===== config.mk =====
export PLATFORM = sky130hd
export DESIGN_NAME = lamp_switch_sequencer_flat
export DESIGN_NICKNAME = d
export VERILOG_FILES = /design/src/rtl/lamp_switch_sequencer_pkg.sv /design/src/rtl/lamp_switch_sequencer_if.sv /design/src/rtl/lamp_switch_sequencer_sw_debounce.sv /design/src/rtl/lamp_switch_sequencer.sv /design/src/flat_wrapper.sv
export SDC_FILE = /design/constraint.sdc
export NUM_CORES = 1
export LEC_CHECK = 0
export ABC_AREA = 1
export CAP_MARGIN = 20
export CORE_ASPECT_RATIO = 0.7
export CORE_MARGIN = 4
export CORE_UTILIZATION = 60
export DETAILED_ROUTE_END_ITERATION = 8
export PLACE_DENSITY_LB_ADDON = 0.1
export RECOVER_POWER = 100
export SETUP_SLACK_MARGIN = 0.15
export SLEW_MARGIN = 20
export SYNTH_ARGS = -nofsm -noshare
export SYNTH_HDL_FRONTEND = slang
export SYNTH_HIERARCHICAL = 1
export SYNTH_SLANG_ARGS = --single-unit

===== constraint.sdc =====
create_clock -name clk -period 3.9 [get_ports clk]
set_input_delay 1.17 -clock clk [delete_from_list [all_inputs] [get_ports clk]]
set_output_delay 1.17 -clock clk [all_outputs]
set_load 0.02 [all_outputs]

===== src/rtl/lamp_switch_sequencer_pkg.sv =====
// lamp_pkg
//  Shared definitions for the staircase lamp controller:
//   - active-low 7-segment codes SEG_0..SEG_7, bit order {g,f,e,d,c,b,a}
//   - buzzer FSM state encoding
//   - seg_decode(): switch code {S3,S2,S1} to segment pattern
package lamp_pkg;

    localparam logic [6:0] SEG_0 = 7'b1000000;
    localparam logic [6:0] SEG_1 = 7'b1111001;
    localparam logic [6:0] SEG_2 = 7'b0100100;
    localparam logic [6:0] SEG_3 = 7'b0110000;
    localparam logic [6:0] SEG_4 = 7'b0011001;
    localparam logic [6:0] SEG_5 = 7'b0010010;
    localparam logic [6:0] SEG_6 = 7'b0000010;
    localparam logic [6:0] SEG_7 = 7'b1111000;

    typedef enum logic {
        IDLE = 1'b0,
        BEEP = 1'b1
    } buz_state_t;

    function automatic logic [6:0] seg_decode(input logic [2:0] code);
        logic [6:0] seg;
        case (code)
            3'd0:    seg = SEG_0;
            3'd1:    seg = SEG_1;
            3'd2:    seg = SEG_2;
            3'd3:    seg = SEG_3;
            3'd4:    seg = SEG_4;
            3'd5:    seg = SEG_5;
            3'd6:    seg = SEG_6;
            default: seg = SEG_7;
        endcase
        return seg;
    endfunction

endpackage


===== src/rtl/lamp_switch_sequencer_if.sv =====
// lamp_switch_sequencer_if
//  Board-side pin bundle of the staircase lamp controller.
//   S1..S3  raw switches (board -> controller)
//   F       lamp drive
//   Buzzer  buzzer drive
//   LED     7-segment pattern {g,f,e,d,c,b,a}, active-low
//  master: the board/switch side, slave: the controller.
interface lamp_switch_sequencer_if;

    logic       S1;
    logic       S2;
    logic       S3;
    logic       F;
    logic       Buzzer;
    logic [6:0] LED;

    modport master (
        output S1, S2, S3,
        input  F, Buzzer, LED
    );

    modport slave (
        input  S1, S2, S3,
        output F, Buzzer, LED
    );

endinterface


===== src/rtl/lamp_switch_sequencer_sw_debounce.sv =====
// sw_debounce
//  One-bit switch conditioner: 2-FF synchroniser followed by a stability
//  counter. The debounced output only follows the synchronised input after
//  it has differed from the current debounced value for DEB_CYCLES
//  consecutive cycles; shorter glitches are dropped.
// Ports
//  clk  in   system clock, rising edge
//  rst  in   asynchronous active-high reset
//  raw  in   raw, asynchronous, bouncy switch
//  deb  out  debounced level, registered
module sw_debounce #(
    parameter int unsigned DEB_CYCLES = 4,
    parameter int unsigned CW         = 8
) (
    input  logic clk,
    input  logic rst,
    input  logic raw,
    output logic deb
);

    localparam logic [CW-1:0] DEB_LAST = CW'(DEB_CYCLES - 1);

    logic          sync_a;
    logic          sync_b;
    logic [CW-1:0] cnt;

    always_ff @(posedge clk or posedge rst) begin
        if (rst) begin
            sync_a <= 1'b0;
            sync_b <= 1'b0;
        end else begin
            sync_a <= raw;
            sync_b <= sync_a;
        end
    end

    // The counter restarts whenever the synchronised input agrees with the
    // debounced level, so only an uninterrupted run of differing cycles
    // gets through. It never exceeds DEB_LAST.
    always_ff @(posedge clk or posedge rst) begin
        if (rst) begin
            cnt <= '0;
            deb <= 1'b0;
        end else if (sync_b != deb) begin
            if (cnt == DEB_LAST) begin
                deb <= sync_b;
                cnt <= '0;
            end else begin
                cnt <= cnt + CW'(1);
            end
        end else begin
            cnt <= '0;
        end
    end

endmodule


===== src/rtl/lamp_switch_sequencer.sv =====
// lamp_switch_sequencer
//  Three-switch staircase lamp controller. Each raw switch is synchronised
//  and debounced; every accepted switch change toggles the lamp by the
//  parity of the changed bits, starts (or restarts) a buzzer beep, and an
//  idle lit lamp is switched off after AUTO_OFF cycles (0 disables this).
//  The 7-segment digit shows the debounced switch code {S3,S2,S1}.
// Ports
//  clk         in   system clock, rising edge
//  rst         in   asynchronous active-high reset
//  bus.S1..S3  in   raw switches
//  bus.F       out  lamp drive, registered
//  bus.Buzzer  out  buzzer drive, registered (high exactly while in BEEP)
//  bus.LED     out  active-low segment pattern, registered
module lamp_switch_sequencer
    import lamp_pkg::*;
#(
    parameter int unsigned DEB_CYCLES = 4,
    parameter int unsigned BUZ_CYCLES = 8,
    parameter int unsigned AUTO_OFF   = 64,
    parameter int unsigned CW         = 8
) (
    input  logic                    clk,
    input  logic                    rst,
    lamp_switch_sequencer_if.slave  bus
);

    localparam bit              AUTO_EN   = (AUTO_OFF > 0);
    localparam logic [CW-1:0]   BUZ_LAST  = CW'(BUZ_CYCLES - 1);
    localparam logic [CW-1:0]   IDLE_LAST = CW'(AUTO_EN ? AUTO_OFF - 1 : 0);

    logic [2:0]    raw_sw;
    logic [2:0]    deb;
    logic [2:0]    deb_prev;
    logic [2:0]    chg;
    logic          ev;
    logic          off_ev;
    logic          f_q;
    logic          buz_q;
    logic [6:0]    led_q;
    logic [CW-1:0] idle_cnt;
    logic [CW-1:0] bcnt;
    buz_state_t    state;

    assign raw_sw = {bus.S3, bus.S2, bus.S1};

    for (genvar i = 0; i < 3; i++) begin : g_deb
        sw_debounce #(
            .DEB_CYCLES (DEB_CYCLES),
            .CW         (CW)
        ) u_deb (
            .clk (clk),
            .rst (rst),
            .raw (raw_sw[i]),
            .deb (deb[i])
        );
    end

    assign chg = deb ^ deb_prev;
    assign ev  = |chg;

    // Auto-off fires only on a quiet cycle; a switch event in the same
    // cycle takes priority and restarts the idle count instead.
    assign off_ev = AUTO_EN && f_q && !ev && (idle_cnt == IDLE_LAST);

    // Lamp register and idle timer. Toggling by the parity of the changed
    // bits keeps F equal to S1^S2^S3 when two switches move together,
    // until an auto-off breaks that relationship.
    always_ff @(posedge clk or posedge rst) begin
        if (rst) begin
            deb_prev <= 3'b000;
            f_q      <= 1'b0;
            idle_cnt <= '0;
        end else begin
            deb_prev <= deb;
            if (ev) begin
                f_q      <= f_q ^ (^chg);
                idle_cnt <= '0;
            end else if (!f_q) begin
                idle_cnt <= '0;
            end else if (off_ev) begin
                f_q      <= 1'b0;
                idle_cnt <= '0;
            end else if (AUTO_EN) begin
                idle_cnt <= idle_cnt + CW'(1);
            end
        end
    end

    // Buzzer FSM. Any event while beeping restarts the full beep length.
    always_ff @(posedge clk or posedge rst) begin
        if (rst) begin
            state <= IDLE;
            bcnt  <= '0;
            buz_q <= 1'b0;
        end else begin
            case (state)
                IDLE: begin
                    if (ev || off_ev) begin
                        state <= BEEP;
                        bcnt  <= '0;
                        buz_q <= 1'b1;
                    end
                end
                BEEP: begin
                    if (ev || off_ev) begin
                        bcnt <= '0;
                    end else if (bcnt == BUZ_LAST) begin
                        state <= IDLE;
                        bcnt  <= '0;
                        buz_q <= 1'b0;
                    end else begin
                        bcnt <= bcnt + CW'(1);
                    end
                end
                default: begin
                    state <= IDLE;
                    bcnt  <= '0;
                    buz_q <= 1'b0;
                end
            endcase
        end
    end

    always_ff @(posedge clk or posedge rst) begin
        if (rst) begin
            led_q <= SEG_0;
        end else begin
            led_q <= seg_decode(deb);
        end
    end

    assign bus.F      = f_q;
    assign bus.Buzzer = buz_q;
    assign bus.LED    = led_q;

endmodule


===== src/flat_wrapper.sv =====
// flat-port wrapper written by rule: the top's interface ports become plain ports
module lamp_switch_sequencer_flat import lamp_pkg::*;
#(
    parameter int unsigned DEB_CYCLES = 4,
    parameter int unsigned BUZ_CYCLES = 8,
    parameter int unsigned AUTO_OFF   = 64,
    parameter int unsigned CW         = 8
)
  (clk, rst, bus_S1, bus_S2, bus_S3, bus_F, bus_Buzzer, bus_LED);
  lamp_switch_sequencer_if bus_i ();
  input  logic clk;
  input  logic rst;
  input wire logic [$bits(bus_i.S1)-1:0] bus_S1;
  input wire logic [$bits(bus_i.S2)-1:0] bus_S2;
  input wire logic [$bits(bus_i.S3)-1:0] bus_S3;
  output wire logic [$bits(bus_i.F)-1:0] bus_F;
  output wire logic [$bits(bus_i.Buzzer)-1:0] bus_Buzzer;
  output wire logic [$bits(bus_i.LED)-1:0] bus_LED;
  assign bus_i.S1 = bus_S1;
  assign bus_i.S2 = bus_S2;
  assign bus_i.S3 = bus_S3;
  assign bus_F = bus_i.F;
  assign bus_Buzzer = bus_i.Buzzer;
  assign bus_LED = bus_i.LED;
  lamp_switch_sequencer #(.DEB_CYCLES(DEB_CYCLES), .BUZ_CYCLES(BUZ_CYCLES), .AUTO_OFF(AUTO_OFF), .CW(CW)) u_core (.clk(clk), .rst(rst), .bus(bus_i));
endmodule

==> flow_summary.yaml <==
place:
  place.gp.congestion: 0.8402
  hpwl_um: 3855
  placed_cell_area_um2: 3266
  place_ws_ns: 1.639
  portBuffers: 13
setup_path:
  start_kind: "input port"
  crit_arrival_ns: 2.97
  r2r-end: "u_core/bcnt[4]"
  path_class: "in2async"
  cp_max_fo: 26
  cp-end-kind: "asynchronous set/reset pin"
  reg2reg_depth: 8
  critPathRequiredTime_ns: 4.09
  r2r_start: "u_core/g_deb[1].u_deb/deb"
  r2r_slack_ns: 1.82
global_routing:
  use_met2_pct: 30.49
  grt_use_met1_pct: 27.40
  grt_pass1_vias: 2108
  gr-usage-all-layers_pct: 19.99
  antenna_found_initial: 0
  grt_pass1_wl_um: 9453
  met3_usage_pct: 6.013
  overflow: 0
  grt_max_degree: 27
  top_usage_layer: "met2"
cells_and_area:
  postLayoutCellArea_um2: 3407
  syn2layout_area_growth_pct: 12.01
  nets: 397
  antenna_cells: 0
  multi_input_area_um2: 1237
  final_cell_mix: "nand2_1, dfrtp_1, nor2_1"
  final-seq-area_um2: 1553
  post-route-util_pct: 70.47
  final_common_cell: "nand2_1"
  num-fill-cells: 407
  drive_gt1_share_pct: 7.474
route:
  ant_nets: 0
  vias_per_cell: 4.821
  dr.pass1.iters: 4
  dr_total_vias: 2203
  drt_iter0_drc: 141
  route.detailed.drc: 0
  wire_per_inst_um: 11.71
  drt-total-wl_um: 5353
clocking:
  cts_buffers: 9
  postCtsSetupBuffers: 0
  cts_tree: "done"
  clock-root-buffer: "clkbuf_8"
  cts_buffer_depth: 2
  cts_resized: 0
  postCtsHoldBufs: 0
  h-tree-depth: 3
  clkSlewWorstSetupHoldPaths_ns: 0.07
  clock-sinks: 62
  clk_latency_ns: 0.33
synth:
  synth.area.top_cells: "dfrtp_1, nand2_1, nor2_1"
  synth_edf_count: 0
  synthArstFlopShare_pct: 100.0
  netlist-cell-type-count: 25
  synth_warnings: 6
  yosys_most_used_dff: "dfrtp_1"
  synthesis.nets: 372
  seq_area_frac_synth_pct: 51.05
  synthCells: 358
  netlist.area_leader.share_pct: 50.19
  postSynthAreaPerCell_um2: 8.496
  synth.largest_area_cell: "dfrtp_1"
  netlist_area_um2: 3042
  synth.ff_latch_count: 62
timing:
  period_needed_ns: 2.775
  grt_setup_unrepaired: "false"
  hold_viol: 0
  min_period_over_period_pct: 71.14
  fmax_mhz: 360.4
  finClkSkew_ns: 0.007924
  setup_viol: 0
  slew_headroom_pct: 5.316
  timing.final.ws_setup_ns: 1.125
  worst_pin_slew_ns: 1.420
  slew_violations: 0
  fin_setup_tns_ns: 0
die:
  die_h_um: 67.57
  pin_count: 14
  core_region_area_um2: 4835
  die_w_um: 93.10
  die_area_um2: 6291
  start_util_pct: 62.91
  rows: 21
power:
  static-leakage-power_nw: 1.656
  power_frac_comb_pct: 28.6
  seq_power_share_pct: 42.8
  worst_ir_drop_vdd_uv: 410.2
  clockPowerShare_pct: 28.6
  internal_power_w: 0.001359
  switching_share_pct: 34.70
  p_per_area_nw_per_um2: 611.0
  switching_power_w: 0.0007224
  finalPower_w: 0.002082
flow_run:
  maxCapViolCount: 0
worst_hold_path:
  hold_end: "u_core/g_deb[0].u_deb/sync_b"
  min_path_cells: 0
  min_from: "u_core/g_deb[0].u_deb/sync_a"
  hold_class: "reg2reg"
outcome:
  status: "completed"
## worst max-delay path, stage by stage
cell,delay (ns)
dlygate4sd3_1,0.58
inv_1,0.15
clkbuf_1,1.06
## logic make-up (layout without fill, tap and decap cells)
| logic type | after synthesis | count (layout) | share of synthesized area [%] |
|---|---|---|---|
| DFF | 62 | 62 | 51.05 |
| buffers and inverters | 49 | 79 | 6.047 |
| adders and majority gates | 9 | 9 | 3.702 |
| xor gates and xnor gates | 20 | 20 | 5.759 |
| AOI/OAI and AO/OA | 19 | 19 | 3.291 |
| and+or+nand+nor | 199 | 199 | 30.15 |
## registers in the layout, indices dropped and copies added, names as in the netlist
name	cells
u_core/state	1
u_core/bus.Buzzer	1
u_core/idle_cnt	8
u_core/g_deb.u_deb/sync_b	3
u_core/bus.F	1
u_core/bcnt	8
u_core/g_deb.u_deb/sync_a	3
u_core/deb_prev	3
u_core/g_deb.u_deb/cnt	24
u_core/bus.LED	7
u_core/g_deb.u_deb/deb	3
## layer usage
layer	wire length, um	up-vias
met4	48	0
met3	231	6
met5	0	-
met1	2741	1012
li1	-	1153
met2	2332	32
## worst max-delay path by stage
stage	endpoint	cells past startpoint	start	slack (ns)
6_report	u_core/bus.F	3	rst	1.13
3_5_place_dp	bus_LED[6]	1	u_core/bus.LED[6]	1.64
5_1_grt	u_core/idle_cnt[7]	3	rst	0.82
2_1_floorplan	u_core/bcnt[0]	1	rst	2.13
3_3_place_gp	bus_LED[6]	1	u_core/bus.LED[6]	1.63
4_1_cts	bus_LED[6]	1	u_core/bus.LED[6]	1.26
## per-stage QoR
| stage | instances | hold slack [ns] |
|---|---|---|
| after CTS | 457 | 0.3549 |
| after global routing | 457 | 0.3649 |
| after detailed placement | 441 | 0.3378 |
| after global placement | 441 | 0.3348 |
| after floorplan | 358 | 0.3312 |
| final | 457 | 0.3554 |
## synth_stat cells, types with 2 or more instances
cell / n
nor2_2: 3
nor2_1: 56
o21ai_1: 3
a21oi_1: 8
nand4_1: 3
o21ai_0: 6
and2_4: 3
nand2_4: 2
o21bai_1: 2
inv_1: 48
xor2_1: 14
nand3_1: 22
nor2_8: 2
nand2_1: 88
ha_1: 9
nand2_2: 7
nor3b_1: 4
xnor2_1: 6
nor3_1: 6
dfrtp_1: 61
## power by group through the flow
stage,clock network [W],registers (W),logic (W)
after floorplan,0,0.000938,0.000439
after global placement,0,0.000897,0.000676
after detailed placement,0,0.000906,0.000688
after CTS,0.000614,0.000897,0.000698
after global routing,0.000644,0.000915,0.000679
final,0.000596,0.000891,0.000595
## layout make-up
type | instances | area share, %
multi-input combinational | 247 | 36.32
inverter | 49 | 5.398
clock inverter | 7 | 2.607
sequential | 62 | 45.57
clock buffer | 9 | 3.636
tap | 69 | 2.534
timing repair buffer | 14 | 3.929
(Power assumes the default switching activity.)
